### config.mk
export PLATFORM = sky130hd
export DESIGN_NAME = phys_reg_alloc_ctrl
export DESIGN_NICKNAME = d
export VERILOG_FILES = /design/src/rtl/phys_reg_alloc_ctrl.sv
export SDC_FILE = /design/constraint.sdc
export NUM_CORES = 2
export LEC_CHECK = 0
export ABC_CLOCK_PERIOD_IN_PS = 16900
export CELL_PAD_IN_SITES_DETAIL_PLACEMENT = 1
export CELL_PAD_IN_SITES_GLOBAL_PLACEMENT = 1
export CORE_MARGIN = 2
export CORE_UTILIZATION = 40
export DETAILED_ROUTE_END_ITERATION = 6
export PLACE_DENSITY = 0.65
export SETUP_SLACK_MARGIN = 0.1
export SLEW_MARGIN = 20
export SYNTH_ARGS = -nofsm -noshare
export SYNTH_HDL_FRONTEND = slang
export SYNTH_SLANG_ARGS = --single-unit
### constraint.sdc
create_clock -name clk -period 16.9 [get_ports clk]
set_clock_uncertainty 0.2 [all_clocks]
set_input_delay 3.38 -clock clk [delete_from_list [all_inputs] [get_ports clk]]
set_output_delay 3.38 -clock clk [all_outputs]
set_load 0.005 [all_outputs]
### src/rtl/phys_reg_alloc_ctrl.sv
// Physical-register free-list allocator: seeds the free list and clears the map table after reset,
// then grants cells to rename ports and recycles cells freed at commit. Optional PHYS_ALLOC_STATS_EN adds stall/grant counters.
module phys_reg_alloc_ctrl #(
    parameter int CELLS           = 128,
    parameter int VIRT_COUNT      = 256,
    parameter int VIRT_ADDR_WIDTH = $clog2(VIRT_COUNT),
    parameter int PHYS_ADDR_WIDTH = $clog2(CELLS),
    parameter int ALLOC_PORTS     = 4,
    parameter int FREE_PORTS      = 4,
    parameter int CNT_WIDTH       = $clog2(CELLS + 1)
) (
    input  logic                                             clk,
    input  logic                                             sync_rst,
    input  logic                                             clk_en,
    input  logic [ALLOC_PORTS-1:0]                           alloc_req,
    input  logic [ALLOC_PORTS-1:0][VIRT_ADDR_WIDTH-1:0]      alloc_tag,
    output logic                                             alloc_ready,
    output logic [ALLOC_PORTS-1:0][PHYS_ADDR_WIDTH-1:0]      alloc_phys,
    input  logic [FREE_PORTS-1:0]                            free_valid,
    input  logic [FREE_PORTS-1:0][PHYS_ADDR_WIDTH-1:0]       free_phys,
    output logic [ALLOC_PORTS-1:0]                           mt_wr_en,
    output logic [ALLOC_PORTS-1:0][PHYS_ADDR_WIDTH-1:0]      mt_wr_addr,
    output logic [ALLOC_PORTS-1:0][VIRT_ADDR_WIDTH-1:0]      mt_tag,
    output logic [CNT_WIDTH-1:0]                             free_count,
    output logic                                             init_done,
    output logic                                             err_overflow
`ifdef PHYS_ALLOC_STATS_EN
    ,
    output logic [31:0]                                      stall_cycles,
    output logic [31:0]                                      alloc_total
`endif
);

    typedef enum logic [1:0] {
        ST_INIT  = 2'd0,
        ST_RUN   = 2'd1,
        ST_ERROR = 2'd2
    } state_t;

    localparam logic [CNT_WIDTH-1:0]       ALLOC_MIN = CNT_WIDTH'(ALLOC_PORTS);
    localparam logic [CNT_WIDTH:0]         CELLS_W   = (CNT_WIDTH + 1)'(CELLS);
    localparam logic [PHYS_ADDR_WIDTH-1:0] LAST_IDX  = PHYS_ADDR_WIDTH'(CELLS - 1);

    state_t                                      state_q, state_d;
    logic [PHYS_ADDR_WIDTH-1:0]                  init_idx_q, init_idx_d;
    logic [PHYS_ADDR_WIDTH-1:0]                  head_q, head_d;
    logic [PHYS_ADDR_WIDTH-1:0]                  tail_q, tail_d;
    logic [CNT_WIDTH-1:0]                        count_q, count_d;
    logic                                        err_q, err_d;
    logic [ALLOC_PORTS-1:0]                      mt_en_q, mt_en_d;
    logic [ALLOC_PORTS-1:0][PHYS_ADDR_WIDTH-1:0] mt_addr_q, mt_addr_d;
    logic [ALLOC_PORTS-1:0][VIRT_ADDR_WIDTH-1:0] mt_tag_q, mt_tag_d;

    logic [PHYS_ADDR_WIDTH-1:0]                  free_list [CELLS];
    logic [FREE_PORTS-1:0]                       list_we;
    logic [FREE_PORTS-1:0][PHYS_ADDR_WIDTH-1:0]  list_waddr;
    logic [FREE_PORTS-1:0][PHYS_ADDR_WIDTH-1:0]  list_wdata;

    logic                                        grant;
    logic                                        overflow;
    logic [CNT_WIDTH:0]                          count_raw;
    int                                          rank;
    int                                          n_grant;
    int                                          n_free_req;
    int                                          n_push;
    int                                          capacity;

    function automatic logic [PHYS_ADDR_WIDTH-1:0] wrap_add(input logic [PHYS_ADDR_WIDTH-1:0] base,
                                                            input int off);
        int s;
        s = int'(base) + off;
        if (s >= CELLS) s = s - CELLS;
        return PHYS_ADDR_WIDTH'(s);
    endfunction

    // Next-state logic; with clk_en low every *_d defaults to its *_q, freezing the block.
    always_comb begin
        state_d    = state_q;
        init_idx_d = init_idx_q;
        head_d     = head_q;
        tail_d     = tail_q;
        count_d    = count_q;
        err_d      = err_q;
        mt_en_d    = mt_en_q;
        mt_addr_d  = mt_addr_q;
        mt_tag_d   = mt_tag_q;
        list_we    = '0;
        list_waddr = '0;
        list_wdata = '0;
        overflow   = 1'b0;
        count_raw  = '0;
        n_grant    = 0;
        n_free_req = 0;
        n_push     = 0;
        capacity   = 0;
        rank       = 0;

        alloc_ready = clk_en && (state_q == ST_RUN) && (count_q >= ALLOC_MIN);
        for (int k = 0; k < ALLOC_PORTS; k++) begin
            alloc_phys[k] = free_list[wrap_add(head_q, rank)];
            if (alloc_req[k]) rank = rank + 1;
        end
        grant = alloc_ready && (|alloc_req);

        if (clk_en) begin
            mt_en_d   = '0;
            mt_addr_d = '0;
            mt_tag_d  = '0;
            unique case (state_q)
                ST_INIT: begin
                    list_we[0]    = 1'b1;
                    list_waddr[0] = init_idx_q;
                    list_wdata[0] = init_idx_q;
                    count_d       = count_q + 1'b1;
                    mt_en_d[0]    = 1'b1;
                    mt_addr_d[0]  = init_idx_q;
                    init_idx_d    = wrap_add(init_idx_q, 1);
                    tail_d        = wrap_add(init_idx_q, 1);
                    if (init_idx_q == LAST_IDX) state_d = ST_RUN;
                end
                ST_RUN: begin
                    if (grant) begin
                        n_grant = rank;
                        mt_en_d = alloc_req;
                        for (int k = 0; k < ALLOC_PORTS; k++) begin
                            if (alloc_req[k]) begin
                                mt_addr_d[k] = alloc_phys[k];
                                mt_tag_d[k]  = alloc_tag[k];
                            end
                        end
                        head_d = wrap_add(head_q, n_grant);
                    end
                    for (int p = 0; p < FREE_PORTS; p++) begin
                        if (free_valid[p]) n_free_req = n_free_req + 1;
                    end
                    count_raw = {1'b0, count_q} - (CNT_WIDTH + 1)'(n_grant)
                              + (CNT_WIDTH + 1)'(n_free_req);
                    overflow  = (count_raw > CELLS_W);
                    capacity  = CELLS - int'(count_q) + n_grant;
                    // Frees beyond capacity are dropped; lower ports claim space first.
                    for (int p = 0; p < FREE_PORTS; p++) begin
                        if (free_valid[p] && (n_push < capacity)) begin
                            list_we[p]    = 1'b1;
                            list_waddr[p] = wrap_add(tail_q, n_push);
                            list_wdata[p] = free_phys[p];
                            n_push        = n_push + 1;
                        end
                    end
                    tail_d = wrap_add(tail_q, n_push);
                    if (overflow) begin
                        count_d = CELLS_W[CNT_WIDTH-1:0];
                        err_d   = 1'b1;
                        state_d = ST_ERROR;
                        mt_en_d = '0;
                    end else begin
                        count_d = count_raw[CNT_WIDTH-1:0];
                    end
                end
                ST_ERROR: begin
                    state_d = ST_ERROR;
                end
                default: begin
                    state_d = ST_INIT;
                end
            endcase
        end
    end

    always_ff @(posedge clk) begin
        if (sync_rst) begin
            state_q    <= ST_INIT;
            init_idx_q <= '0;
            head_q     <= '0;
            tail_q     <= '0;
            count_q    <= '0;
            err_q      <= 1'b0;
            mt_en_q    <= '0;
            mt_addr_q  <= '0;
            mt_tag_q   <= '0;
        end else begin
            state_q    <= state_d;
            init_idx_q <= init_idx_d;
            head_q     <= head_d;
            tail_q     <= tail_d;
            count_q    <= count_d;
            err_q      <= err_d;
            mt_en_q    <= mt_en_d;
            mt_addr_q  <= mt_addr_d;
            mt_tag_q   <= mt_tag_d;
        end
    end

    // List storage needs no reset: INIT rewrites every entry before anything is read.
    always_ff @(posedge clk) begin
        for (int p = 0; p < FREE_PORTS; p++) begin
            if (list_we[p]) free_list[list_waddr[p]] <= list_wdata[p];
        end
    end

    // A pending write held across a clk_en-low stretch is delivered once clk_en returns.
    assign mt_wr_en     = clk_en ? mt_en_q : '0;
    assign mt_wr_addr   = mt_addr_q;
    assign mt_tag       = mt_tag_q;
    assign free_count   = count_q;
    assign init_done    = (state_q == ST_RUN);
    assign err_overflow = err_q;

`ifdef PHYS_ALLOC_STATS_EN
    always_ff @(posedge clk) begin
        if (sync_rst) begin
            stall_cycles <= '0;
            alloc_total  <= '0;
        end else if (clk_en && (state_q == ST_RUN)) begin
            if ((|alloc_req) && !alloc_ready && (stall_cycles != '1)) begin
                stall_cycles <= stall_cycles + 32'd1;
            end
            if (grant) begin
                alloc_total <= alloc_total + 32'(n_grant);
            end
        end
    end
`endif

endmodule

Yosys cells after proc, flatten, opt, wreduce, memory -nomap -nowiden
Memory sizes are Yosys's and may differ from the RTL's.
Index checks and enable logic that the tools add are counted.
Storage, ports and cells
  memories kept: 1
  output and inout bits: 103
  register bits after elaboration: 96
  input bits: 71
  logic and storage cells: 182
  bits in writable memories: 896
Operators by class
  mux-type cells: 95
  reductions and logical operators: 15
  order comparisons: 17
  $add $sub $neg: 34
  equality and inequality tests: 5
Memory list
  free_list: depth 128, bits a word 7, rd ports 4, clocked after Yosys merged registers in 0, write ports 4, line 54  | logic [PHYS_ADDR_WIDTH-1:0] free_list [CELLS];
Operators with widths (number)
  $mux W32: 19
  $add A8 B32 Y32: 7
  $ge A32 B9 Y1 const B: 7
  $add A32 B2 Y32 const B: 6
  $mux W7: 23
  $mux W9: 11
  $lt A32 B32 Y1: 3
  $mux W28: 3
  $sub A7 B1 Y7 const B: 11
  $mux W21: 3
  $pmux W7 S2: 4
  $mux W8: 5
  $add A9 B32 Y32: 1
  $lt A1 B32 Y1 const A: 1
  $add A9 B2 Y9 const B: 3
  $ge A7 B8 Y1 const B: 2
  $ge A8 B8 Y1 const B: 2
  $mux W4: 4
  $pmux W8 S2: 1
  $mux W1: 15
  $add A9 B9 Y9: 1
  $gt A9 B8 Y1 const B: 1
  $reduce_and A3 Y1: 3
  $sub A8 B8 Y9 const A: 1
  other kinds (19): 29

Depth between registers and ports, before layout
  word-level depth: 35
  depth in mapped cells: 49
  gate-level depth less buffers: 45

Worst setup path after synthesis
No wires, ideal clock.
  path type: input port to flip-flop
  start point: input port alloc_req[0]
  end point: memory free_list[59][0] (netlist name), enable pin
  setup slack: 4207 ps
  stages on the path: 41
  buffers on the path: 4
  arrival: 12118 ps
  required time: 16325 ps
  library setup time: 375 ps
  cell sequence: inv_1 ha_1 xor2_1 ha_1 nand2_1 o31ai_2 nand2_1 xnor2_1 ha_1 a21oi_1 a221o_1 a21o_1 or2_2 ha_1 nor4_1 o211ai_1 a211oi_2 or4b_1 [5 not listed] nor2_1 a21oi_1 nor2_1 nand3_1 buf_2 nand2_1 xnor2_1 ha_1 inv_1 fa_1 nor2b_1 o21a_1 clkbuf_1 xnor2_1 nor3_1 o211ai_1 buf_2 o2111ai_1
RTL lines
  from (decl): line 15  | input logic [ALLOC_PORTS-1:0] alloc_req,
  to (decl): line 54

==> metrics.csv <==
stage;metric;value;unit
status;status;finished, violations left;
status;violated checks;DRC, slew limit;
timing;fin crit period;15.47;ns
clocking;TritonCTS clock tree;built;
routing;vias;99600;
die;Die H;486;um
placement;Place WS;1.05;ns
die;width of the die;486;um
pwr;switching share of power;0.306;
clocking;Clk pin slew, worst setup/hold paths;0.05;ns
placement;IO Port Bufs;173;
clocking;CTS sink count;999;
placement;dpl hpwl;456;mm
global_route;first-pass GRT wire length;863;mm
timing;RSZ-0062 raised after global routing;false;
synthesis;Seq/Total Area, Yosys;0.312;
layout;Nets;8543;
die;Starting Density;0.403;
pwr;clock share of power;0.452;
placement;placed cell areas;0.0976;sq mm
routing;remaining routing DRC violations;10;
global_route;Remaining Overflow, GRT;0;
routing;Vias/cell;8.53;
synthesis;synthesized flop and latch total;999;
timing;final hold slack;0.265;ns
setup_path;CP Class;in -> reg;
pwr;internal power;4.81;mW
global_route;initial antenna violation count;157;
run;maxcap violations;0;
timing;setup ws final;1.43;ns
layout;final instance area;0.103;sq mm
synthesis;Synth Area per Inst;10.5;sq um
pwr;Comb pwr share;0.162;
synthesis;Yosys warnings;0;
setup_path;Critical Path Max Stage Delay;0.99;ns
layout;layout cell share with drive strength beyond 1;0.234;
clocking;deepest clock path buffer count;3;
layout;fin util;0.446;
die;Top-Level Pins;174;
synthesis;main flop type after synthesis;edfxtp_1;
clocking;Post-CTS Setup Repair Bufs;0;
die;die area;0.236;sq mm
setup_path;CP required;17.16;ns
timing;final max-slew violation count;16;
die;Core ar.;0.230;sq mm
clocking;Post-CTS Hold Fix Bufs;0;
pwr;NetSw;2.12;mW
timing;Tcrit/Tclk final;0.916;
synthesis;Async SR Flop Fraction;0;
pwr;Pwr per Cell Area;67.5;mW/mm^2
clocking;total CTS buffers;134;
timing;final setup fails;0;
setup_path;Critical Path Sink Type;flip-flop;
setup_path;Critical Path Start Type;primary input;
routing;initial DRC count;19000;
min_path;worst hold path type;reg -> reg;
synthesis;post-synth cell types;101;
timing;Max Clk Rate;64.6;MHz
layout;Fillers;24500;
timing;Worst Tran Pin Value;1.53;ns
synthesis;Mapped Area;0.0928;sq mm
clocking;H-tree levels;4;
layout;Area Growth Syn to Fin;10.7;%
setup_path;Crit Path Max Fanout;15;
pwr;Lkg Pwr;29.8;nW
timing;final hold vios;0;
synthesis;Post-Synthesis Cells;8843;
pwr;Seq pwr share;0.386;
global_route;Tot GR Track Use;0.548;
timing;setup TNS;0;ns
routing;final wirelength;662;mm
clocking;CTS root buf;clkbuf_16;
pwr;VDD IR-drop max;0.0688;mV
routing;Detailed Routing Iterations Pass 1;7;
global_route;vias in the first global route;89800;
setup_path;Arr. time, crit path;15.73;ns
routing;antenna-violating nets left;0;
clocking;Post-CTS Resized;0;
timing;relative slew slack;-0.0193;
setup_path;Critical-path top delay cell;o21a_1;
placement;RePlAce Congestion;1.09;
clocking;Skew-Pair Late Insertion Delay;0.87;ns
synthesis;number of synthesized flops with an enable pin;896;
global_route;largest net degree at the start of global routing;96;
routing;DR WL/cell;56.7;um
die;row cnt;176;
[cell usage in the layout, fill, tap and decap left out, types with 51 or more instances in the layout]
cell,count
a211oi_1,306
a21oi_1,155
a22oi_1,71
a31oi_1,73
and3_1,51
buf_4,319
clkbuf_16,136
clkdlybuf4s50_1,167
dfxtp_1,99
diode_2,153
edfxtp_1,896
ha_1,66
mux4_2,1176
nand2_1,951
nand3_1,172
nor2_1,669
o2111ai_1,58
o211ai_1,878
o21ai_0,873
o22ai_1,296
[registers in the layout (all words and copies together) (netlist names), named ones only]
| name | flops |
|---|---|
| free_count | 8 |
| mt_tag | 32 |
| free_list | 896 |
| mt_en_q | 4 |
| mt_wr_addr | 28 |
| tail_q | 7 |
| state_q | 2 |
| init_idx_q | 7 |
| head_q | 7 |
| err_overflow | 1 |
[stage by stage]
stage | power (mW) | instances
floorplan | 3.30 | 8846
global placement | 3.77 | 11300
detailed placement | 3.77 | 11300
CTS | 6.82 | 11500
global route | 6.96 | 11600
finish | 6.93 | 11700
[Yosys cell counts, types with 42 or more instances]
| library cell | instances | area, sq um |
|---|---|---|
| mux4_2 | 1176 | 26500 |
| edfxtp_1 | 896 | 26900 |
| mux2i_1 | 50 | 500 |
| xnor2_1 | 47 | 412 |
| ha_1 | 70 | 876 |
| nand3_1 | 175 | 876 |
| nor2_1 | 719 | 2700 |
| o21ai_0 | 884 | 4420 |
| and3_1 | 59 | 369 |
| buf_1 | 134 | 503 |
| buf_2 | 266 | 1330 |
| nor3_1 | 42 | 210 |
| o2111ai_1 | 59 | 517 |
| a22oi_1 | 71 | 533 |
| o22a_1 | 49 | 429 |
| o211ai_1 | 878 | 6590 |
| o22ai_1 | 297 | 1860 |
| a31oi_1 | 106 | 663 |
| nand2_1 | 967 | 3630 |
| a21oi_1 | 155 | 776 |
| a221oi_1 | 49 | 429 |
| a211oi_1 | 306 | 2300 |
| clkbuf_1 | 698 | 2620 |
| dfxtp_1 | 103 | 2060 |
[layer usage]
metal / vias to the layer above / global-route usage / share of wire
met5: - / 0.0208 / 0.0014
met4: 106 / 0.451 / 0.10
met3: 2904 / 0.297 / 0.17
met2: 10600 / 0.727 / 0.39
met1: 50700 / 0.642 / 0.33
li1: 35300 / - / -
[power by group through the flow]
stage          registers (mW)  clock network (mW)  logic (mW)
4_1_cts                  2.68                3.10        1.04
5_1_grt                  2.68                3.18        1.11
2_1_floorplan            2.72                   0       0.577
3_5_place_dp             2.73                   0        1.04
6_report                 2.68                3.13        1.12
3_3_place_gp             2.73                   0        1.04
[critical path, delay by kind of cell]
kind,cells,cell delay [ns]
fa+ha+maj,6,2.31
buf+inv,7,1.99
mux,1,0.32
xor+xnor,2,0.40
compound gates,10,3.72
simple gates,15,3.52
[path summary, 6_finish.rpt]
check / from / endpoint / slack (ns) / cells after the start
setup / recovery: alloc_req[0] / free_list[20][6]$_DFFE_PP_ / 1.43 / 41
setup reg to reg: free_count[4]$_SDFFE_PP0P_ / free_list[20][6]$_DFFE_PP_ / 3.74 / 40
hold / removal: err_overflow$_SDFFE_PP0P_ / err_overflow$_SDFFE_PP0P_ / 0.26 / 2
hold reg to reg: err_overflow$_SDFFE_PP0P_ / err_overflow$_SDFFE_PP0P_ / 0.26 / 2
[kinds of logic after synthesis]
family	Yosys count	share of synthesized area
adders and majority gates	77	0.0109
other	2	0.0000809
buffers and inverters	1161	0.0513
xor gates and xnor gates	81	0.00793
and+or+nand+nor	2145	0.0975
DFF	999	0.312
muxes	1262	0.295
AOI/OAI and AO/OA	3116	0.225
[final cells by class]
type	instances	area [sq um]	area share
Sequential cell	999	29000	0.282
Tap cell	3026	3790	0.0368
Timing Repair Buffer	528	4830	0.0470
Antenna cell	153	383	0.00373
Multi-Input combinational cell	6686	60100	0.584
Clock inverter	87	1060	0.0104
Clock buffer	157	3500	0.0341
Inverter	46	173	0.00168
No activity file was read; power rests on OpenSTA's default activity.
